==> config.mk <==
export PLATFORM = sky130hd
export DESIGN_NAME = addsub_seq
export DESIGN_NICKNAME = d
export VERILOG_FILES = /design/src/rtl/addsub_seq.sv
export SDC_FILE = /design/constraint.sdc
export NUM_CORES = 1
export LEC_CHECK = 0
export ABC_CLOCK_PERIOD_IN_PS = 2300
export CORE_UTILIZATION = 50
export DETAILED_ROUTE_END_ITERATION = 8
export PLACE_DENSITY = 0.8
export SYNTH_ARGS = -nofsm -noshare
export SYNTH_HDL_FRONTEND = slang
export SYNTH_SLANG_ARGS = --single-unit
==> constraint.sdc <==
create_clock -name clk -period 2.3 [get_ports clk]
set_clock_uncertainty 0.05 [all_clocks]
set_input_delay 0.23 -clock clk [delete_from_list [all_inputs] [get_ports clk]]
set_output_delay 0.23 -clock clk [all_outputs]
set_load 0.05 [all_outputs]
==> src/rtl/addsub_seq.sv <==
// addsub_seq: digit-serial adder/subtractor.
// Processes W bits per cycle from the LSB digit upward and takes K = N/W cycles,
// then raises carry/zero/overflow/negative flags.
module addsub_seq #(
    parameter int N = 8,
    parameter int W = 4
) (
    input  logic         clk,
    input  logic         rst,
    input  logic         in_valid,
    output logic         in_ready,
    input  logic [1:0]   op,
    input  logic [N-1:0] a,
    input  logic [N-1:0] b,
    output logic         out_valid,
    input  logic         out_ready,
    output logic [N-1:0] y,
    output logic         c_flag,
    output logic         z_flag,
    output logic         v_flag,
    output logic         n_flag
);

    localparam int K  = N / W;
    localparam int CW = $clog2(K) + 1;
    localparam logic [CW-1:0] LAST = CW'(K - 1);

    if (!(W >= 1 && W <= N && (N % W) == 0)) begin : g_bad_param
        $error("addsub_seq: W must divide N and satisfy 1 <= W <= N");
    end

    typedef enum logic [1:0] {IDLE, RUN, DONE} state_t;

    state_t        r_state;
    state_t        w_state_next;
    logic [CW-1:0] r_cnt;
    logic [N-1:0]  r_a;
    logic [N-1:0]  r_b;
    logic          r_carry;
    logic          r_a_msb;
    logic          r_b_msb;
    logic [N-1:0]  r_y;
    logic          r_c;
    logic          r_z;
    logic          r_v;
    logic          r_n;

    logic          w_accept;
    logic          w_last;
    logic [W:0]    w_sum;
    logic [N-1:0]  w_y_next;
    logic [N-1:0]  w_b_eff;
    logic          w_cin;

    assign w_accept = in_valid && (r_state == IDLE);
    assign w_last   = (r_cnt == LAST);

    // Subtract ops fold the inversion into the latched operand; op[0] selects subtract
    assign w_b_eff = op[0] ? ~b : b;
    // ADC/SBC chain through the registered carry; ADD/SUB use 0/1
    assign w_cin   = op[1] ? r_c : op[0];

    // One digit per RUN cycle: the operand shift registers always present the current digit at bit 0
    assign w_sum = {1'b0, r_a[W-1:0]} + {1'b0, r_b[W-1:0]} + {{W{1'b0}}, r_carry};

    // Result digits enter at the top of y and shift down, so after K cycles digit 0 sits at the LSB
    if (W == N) begin : g_single
        assign w_y_next = w_sum[W-1:0];
    end else begin : g_multi
        assign w_y_next = {w_sum[W-1:0], r_y[N-1:W]};
    end

    assign in_ready  = (r_state == IDLE);
    assign out_valid = (r_state == DONE);
    assign y         = r_y;
    assign c_flag    = r_c;
    assign z_flag    = r_z;
    assign v_flag    = r_v;
    assign n_flag    = r_n;

    // State register
    always_ff @(posedge clk or posedge rst) begin
        if (rst) begin
            r_state <= IDLE;
        end else begin
            r_state <= w_state_next;
        end
    end

    // Next-state logic
    always_comb begin
        w_state_next = r_state;
        case (r_state)
            IDLE: if (in_valid) w_state_next = RUN;
            RUN:  if (w_last) w_state_next = DONE;
            DONE: if (out_ready) w_state_next = IDLE;
            default: w_state_next = IDLE;
        endcase
    end

    // Operand latch, digit datapath, result and flag registers
    always_ff @(posedge clk or posedge rst) begin
        if (rst) begin
            r_cnt   <= '0;
            r_a     <= '0;
            r_b     <= '0;
            r_carry <= 1'b0;
            r_a_msb <= 1'b0;
            r_b_msb <= 1'b0;
            r_y     <= '0;
            r_c     <= 1'b0;
            r_z     <= 1'b0;
            r_v     <= 1'b0;
            r_n     <= 1'b0;
        end else if (w_accept) begin
            r_cnt   <= '0;
            r_a     <= a;
            r_b     <= w_b_eff;
            r_carry <= w_cin;
            r_a_msb <= a[N-1];
            r_b_msb <= w_b_eff[N-1];
        end else if (r_state == RUN) begin
            r_cnt   <= r_cnt + 1'b1;
            r_a     <= r_a >> W;
            r_b     <= r_b >> W;
            r_carry <= w_sum[W];
            r_y     <= w_y_next;
            if (w_last) begin
                r_c <= w_sum[W];
                r_z <= (w_y_next == '0);
                r_v <= (r_a_msb == r_b_msb) && (w_y_next[N-1] != r_a_msb);
                r_n <= w_y_next[N-1];
            end
        end
    end

endmodule

==> Word-level counts from Yosys, hierarchy flattened <==
Index checks and enable logic that the tools add are counted.
{ "op_classes": {"add_sub_neg": 3, "n_eq_ne": 8, "n_mux": 14, "bitwise_logic": 2, "n_reduce_logical": 8} }
{ "ops": {"columns": ["cell", "count"], "rows": [
  ["8-bit two-way mux", 5],
  ["2-bit two-way mux", 5],
  ["8-bit zero test", 1],
  ["8-bit inverter", 1],
  ["2-bit one-hot mux with 3 select lines", 1],
  ["3-bit AND reduction", 2],
  ["4-bit by 4-bit adder with 5-bit output", 1],
  ["5-bit by 1-bit adder with 5-bit output", 1],
  ["2-bit by 1-bit equality test with 1-bit output, second input constant", 2],
  ["2-bit inequality test, second input constant", 2],
  ["1-bit two-way mux", 3],
  ["2-bit by 1-bit adder with 2-bit output, second input constant", 1],
  ["2-bit equality test, second input constant", 1],
  ["1-bit logical AND", 2],
  ["2-bit zero test", 1],
  ["2-bit by 1-bit inequality test with 1-bit output, second input constant", 1],
  ["2-bit AND reduction", 1],
  ["2-bit nonzero test", 1],
  ["1-bit equality test", 1],
  ["1-bit inequality test", 1],
  ["1-bit inverter", 1]
]} }
{ "word_totals": {"reg_bits": 35, "elab_cells": 47} }

==> Depth between registers and ports, before layout <==
{ "depth": {"ltp_word": 4, "depth_mapped": 5, "mapped_depth_nobuf": 5} }

==> Worst setup path after synthesis <==
OpenSTA, ideal clock, no wires.
{ "synth_timing": {"path_kind": "register to register", "startpoint": "reg r_a[0]", "endpoint": "reg r_z (netlist: z_flag)", "arrival_ps": 1957, "required_ps": 2182, "setup_slack_ps": 225, "path_stages_with_launch": 6, "path_buffers": 0, "period_less_slack_ps": 2075, "path_cell_list": "dfrtp_1 > fa_1 > fa_1 > or4_1 > nor3_1 > a32o_1"} }
{ "synth_between": {"elab_chain_len": 3} }
{ "synth_lines": {"columns": ["element", "line_no", "text"], "rows": [
  ["from (decl)", "37", "logic [N-1:0] r_a;"],
  ["from (signal assigned)", "124", "r_a <= r_a >> W;"],
  ["4-bit by 4-bit adder with 5-bit output", "64", "assign w_sum = {1'b0, r_a[W-1:0]} + {1'b0, r_b[W-1:0]} + {{W{1'b0}}, r_carry};"],
  ["5-bit by 1-bit adder with 5-bit output", "64", null],
  ["named net w_sum[1]", "50", "logic [W:0] w_sum;"],
  ["8-bit zero test", "130", "r_z <= (w_y_next == '0);"],
  ["to (signal assigned)", "130", null],
  ["to (decl)", "44", "logic r_z;"]
]} }
The timed path passes the listed nets, and every way through them passes these cells.
A chain may end at the register's enable or synchronous reset.

==> Final worst setup path <==
Same ends and word-level chain as after synthesis.

==> impl_metrics.csv <==
group,metric,value,unit
setup_path,slowest_stage,"fa_1",
power,powerDensity,1520,nW/um^2
setup_path,rr_endpoint,"z_flag",
place,gp_congestion,0.869,
setup_path,critPathCaptureType,"flop",
finish,layout_common_cells,"nand2_1, dfrtp_1, clkdlybuf4s50_1, o21ai_0",
grt,grt_overflow,0,
sta,fmax,0.455,GHz
die,num_rows,20,
grt,grt_pass1_vias,1249,
clock_tree,path_clk_slew,0.11,ns
place,pre_cts_ws,0.149,ns
finish,layout-drive-gt1-share,8.82,%
clock_tree,cts_num_sinks,35,
finish,regArea,876,sq um
grt,grt_busiest_layer,"met2",
setup_path,path_common_cell,"fa_1",
finish,fill_cells,273,
die,fp.dieW,59.5,microns
routing,drc,0,
setup_path,crit_buf_inv,0,
clock_tree,post_cts_buffers,0,
grt,grt_usage,22.6,%
sta,fin_crit_sh,95.6,%
setup_path,critPathKind,"reg2reg",
grt,grt_start_max_net_pins,36,
synth,ys_warn_count,0,
clock_tree,clk_latency,0.34,ns
synth,syn_inst,165,
routing,postRouteAntennaNets,0,
finish,layout_commonest_cell,"nand2_1",
synth,synth-seq-cells,35,
sta,tightest_slew,0.783,ns
setup_path,crit_family,"adder cells",
run_status,status,"completed",
grt,grtUsageMet1,27.7,%
routing,drtIter0Drc,96,
sta,timing.final.ws_setup,0.101,ns
sta,timing.slew.headroom,47.8,%
sta,setup-tns-final,0,ns
routing,dr_total_vias,1292,
routing,drt_wl_total,3470,microns
die,fp.dieH,59.5,microns
finish,diodes,0,
setup_path,worst-path-stages,5,
sta,setup_viol,0,
setup_path,cp-start-kind,"flop",
sta,post-route-min-period,2.20,ns
finish,synthToLayoutAreaGrowth,28.9,%
setup_path,worstSetupStartpoint,"r_a[0]",
place,port_buffers,35,
grt,antenna_found_initial,0,
clock_tree,post_cts_resized,0,
clock_tree,hold_buffers,0,
setup_path,cp_data_arrival_time,2.43,ns
place,place_area,2040,sq um
hold_path,min_path_type,"in2async",
sta,rsz0062_at_grt,"false",
sta,hold_viol_final,0,
die,core-area,3100,sq um
synth,synthesis.area,1650,sq um
finish,instances_no_fill,248,
clock_tree,clock_path_buffers,2,
clock_tree,cts_buffers,5,
sta,drv_slew,0,
die,pin_count,36,
synth,ys.flop_type,"dfrtp_1",
grt,gr-usage-met2,37.9,%
setup_path,r2r_setup_slack,0.10,ns
synth,synthArstFlopShare,100,%
die,start_util,53.2,%
setup_path,critPathRequiredTime,2.53,ns
setup_path,timing.rr.start,"r_a[0]",
routing,wl_per_cell,14.0,microns
setup_path,worstPathCellList,"fa_1 > fa_1 > or4_1 > nor3_1 > a32o_1",
finish,finalInstanceArea,2130,sq um
routing,routed_via_density,5.21,
place,dp_cells,240,
power,ir_drop,0.626,mV
synth,ys_types,31,
synth,synth_edf_count,0,
clock_tree,cts_htree_levels,2,
setup_path,reg2regPathDepth,5,
routing,drtPass1Iterations,4,
clock_tree,cts_tree,"yes",
setup_path,crit_path_max_incr_delay,0.47,ns
setup_path,cp_max_fo,2,
finish,layout.nets,231,
setup_path,crit_end,"z_flag",
power,finalPower,3240,uW
synth,syn-mean-instance-area,10.0,sq um
grt,grt_use_met3,5.90,%
grt,grt_pass1_wl,5660,microns
synth,syn_nets,193,
clock_tree,cts_root_buf,"clkbuf_4",
job,timing.max_cap.violations,0,
synth,ys_seq_area_share,53.0,%
finish,multiInputGateArea,727,sq um
power,p_leak,0.000989,uW
die,fp.dieArea,3540,sq um
place,hpwlAfterDp,2430,microns
## through the flow
step           util (%)  hold slack, ns
2_1_floorplan         -           0.285
3_3_place_gp       65.8           0.408
3_5_place_dp       65.8           0.412
4_1_cts            68.6           0.231
5_1_grt            68.6           0.290
6_report           68.6           0.234
## power by group
group          internal, uW  switching, uW
logic                   621           1050
registers               895            205
clock network           257            212
## cell usage after synthesis, types with 2 or more instances
library cell / instances / area [sq um]
a21o_1: 2 / 15.0
a21oi_1: 2 / 10.0
a221o_1: 4 / 40.0
a22oi_1: 4 / 30.0
buf_2: 3 / 15.0
buf_4: 2 / 15.0
clkbuf_1: 2 / 7.51
dfrtp_1: 35 / 876
fa_1: 2 / 40.0
ha_1: 4 / 50.1
inv_1: 3 / 11.3
nand2_1: 50 / 188
nand2b_1: 2 / 12.5
nand3_1: 5 / 25.0
nor2_1: 7 / 26.3
nor3_1: 2 / 10.0
o21ai_0: 15 / 75.1
xnor2_1: 7 / 61.3
xor2_1: 2 / 17.5
## layer usage
metal | vias to the layer above | part of all wire (%)
li1 | 637 | -
met1 | 605 | 44
met3 | 7 | 4.5
met5 | - | 0
met2 | 43 | 50
met4 | 0 | 1.5
## worst min-delay path: cells and delay by family
kind	cells	cell delay, ns
buf+inv	3	0.83
## area by class of cell
cell class	count	area share [%]
inverters	3	0.529
multi-input cells	120	34.2
well taps	44	2.59
clock inverters	2	1.65
flip-flops and latches	35	41.2
clock buffers	6	2.41
repair buffers	38	17.5
## state kept, by name (all words and copies together) (netlist names), 2 cells and up
| name | count |
|---|---|
| r_a | 8 |
| r_b | 8 |
| y | 8 |
| r_cnt | 2 |
| r_state | 2 |
## worst min path at each step
stage          slack (ns)  cells past startpoint      end  from
5_1_grt              0.29                      3   r_b[0]   rst
3_3_place_gp         0.41                      2     y[1]  y[1]
6_report             0.23                      3     y[6]   rst
4_1_cts              0.23                      3     y[7]   rst
3_5_place_dp         0.41                      2     y[2]  y[2]
2_1_floorplan        0.29                      2  r_a_msb  a[7]
## kinds of logic after synthesis
logic type | after synthesis | synth area share, %
and+or+nand+nor | 72 | 19.7
buffers and inverters | 10 | 2.95
DFF | 35 | 53.0
muxes | 1 | 0.606
xor gates and xnor gates | 9 | 4.77
AOI/OAI and AO/OA | 32 | 13.5
adders and majority gates | 6 | 5.45
(Power assumes the default switching activity.)
==> RTL change: new RTL, config.mk and constraints unchanged <==
Reset style: synchronous (`rst`), changed in 2 clocked blocks.
--- a/src/rtl/addsub_seq.sv
+++ b/src/rtl/addsub_seq.sv
@@ -80,5 +80,5 @@
 
     // State register
-    always_ff @(posedge clk or posedge rst) begin
+    always_ff @(posedge clk) begin
         if (rst) begin
             r_state <= IDLE;
@@ -100,5 +100,5 @@
 
     // Operand latch, digit datapath, result and flag registers
-    always_ff @(posedge clk or posedge rst) begin
+    always_ff @(posedge clk) begin
         if (rst) begin
             r_cnt   <= '0;
Formal check against the unedited RTL: differs if rst is asserted again (counterexample within 4 cycles, from zero or initial values and one cycle with rst high); with rst held inactive, the same outputs for 10 cycles.
==> RTL change against the unedited design <==
Wire length decreased by 6.3%. Worst setup slack improved by 0.15 ns. Area after synthesis increased by 0.76%. Sequential cell count unchanged. Fmax increased by 7.4%. Final area decreased by 1.1%. Critical path type is now flip-flop to output pin. Largest cell class is now multi-input combinational cells. Highest routed layer unchanged.
Power is not compared: it rests on default switching activity, and its combinational part moved more than twofold at a synthesized area within 25%.
==> RTL change: results (changes against the unedited design) <==
The biggest fanout along the worst timing path was 10 (+8). The multiplexer fraction of the synthesized cell area works out to 0.00677 (+0.000706). The met3 wirelength from detailed routing is 104 um (-34%), and the via count normalized by instance count is 5.13 (-1.6%). The maximum number of pins on one net before global-route repair was 24 (-33%); the area share of xor/xnor cells in the synthesized design was 0.0526 (+0.00490). The met1 routing resource usage after global routing was 0.272 (-0.00488). The final weighted congestion in routability-driven placement is 0.802 (-7.7%).

The flow ran to the end, and the final reports show no timing, DRC or antenna violations. The detailed-route wire length per cell was 11.5 um (-18%). The worst hold path belongs to the class primary input to flip-flop. The total placed instance area came out at 0.00205 sq mm (+0.31%). The via count of the first global-routing pass is 1351 (+8.2%), and the net count after synthesis is 234 (+21%). The proportion of synthesized flip-flops having asynchronous set or reset is 0 (-1.00). The slew at the pin with the worst max-slew slack came out at 0.667 ns (-0.116 ns). The run gives 0.360 (-0.0185) as the met2 track demand over resource. The register area share after synthesis was 0.421 (-0.109); the number of cells after detailed placement was 276 (+15%). The logs give 34 (+9.7%) for the number of distinct library cell variants in the gate-level netlist after synthesis and 0.416 ns (+0.267 ns) for the pre-CTS worst setup slack. The tools report the routed metal-1 wire length as 1570 um (+2.8%). The met3 track demand over resource in global routing is 0.0390 (-0.0200).

The startpoint of the lowest-slack register-to-register path is r_a[0]. The detailed route wirelength on metal2 is 1540 um (-11%), and the final-layout fill cell count is 305 (+12%).
RTL change: worst max-delay path by stage:
stage	startpoint	to	depth (start not counted)
final	r_state[0]	out_valid	2
after global routing	r_state[0]	out_valid	2
after CTS	r_state[0]	out_valid	2
after detailed placement	r_a[0]	r_carry	6
after global placement	r_a[0]	r_carry	6
after floorplan	r_a[0]	r_carry	6
RTL change: kinds of logic (layout without fill, tap and decap cells):
logic type | count (synthesis) | after routing
mux | 1 | 1
flops | 35 | 35
simple gates | 93 | 93
fa+ha+maj | 6 | 6
xor+xnor | 10 | 10
buf+inv | 17 | 50
compound gates | 44 | 44
RTL change: layout make-up:
cell class	instances	area [sq um]	area share
multi-input combinational	154	890	0.423
sequential	35	701	0.333
clock buffer	6	51.3	0.0244
tap	44	55.1	0.0262
timing repair buffer	41	395	0.188
clock inverter	1	5.00	0.00238
inverter	2	7.51	0.00357
RTL change: power breakdown:
group          internal (mW)  switching, mW
logic                  0.138          0.173
registers              0.646         0.0322
clock network          0.142          0.190
total                  0.926          0.395
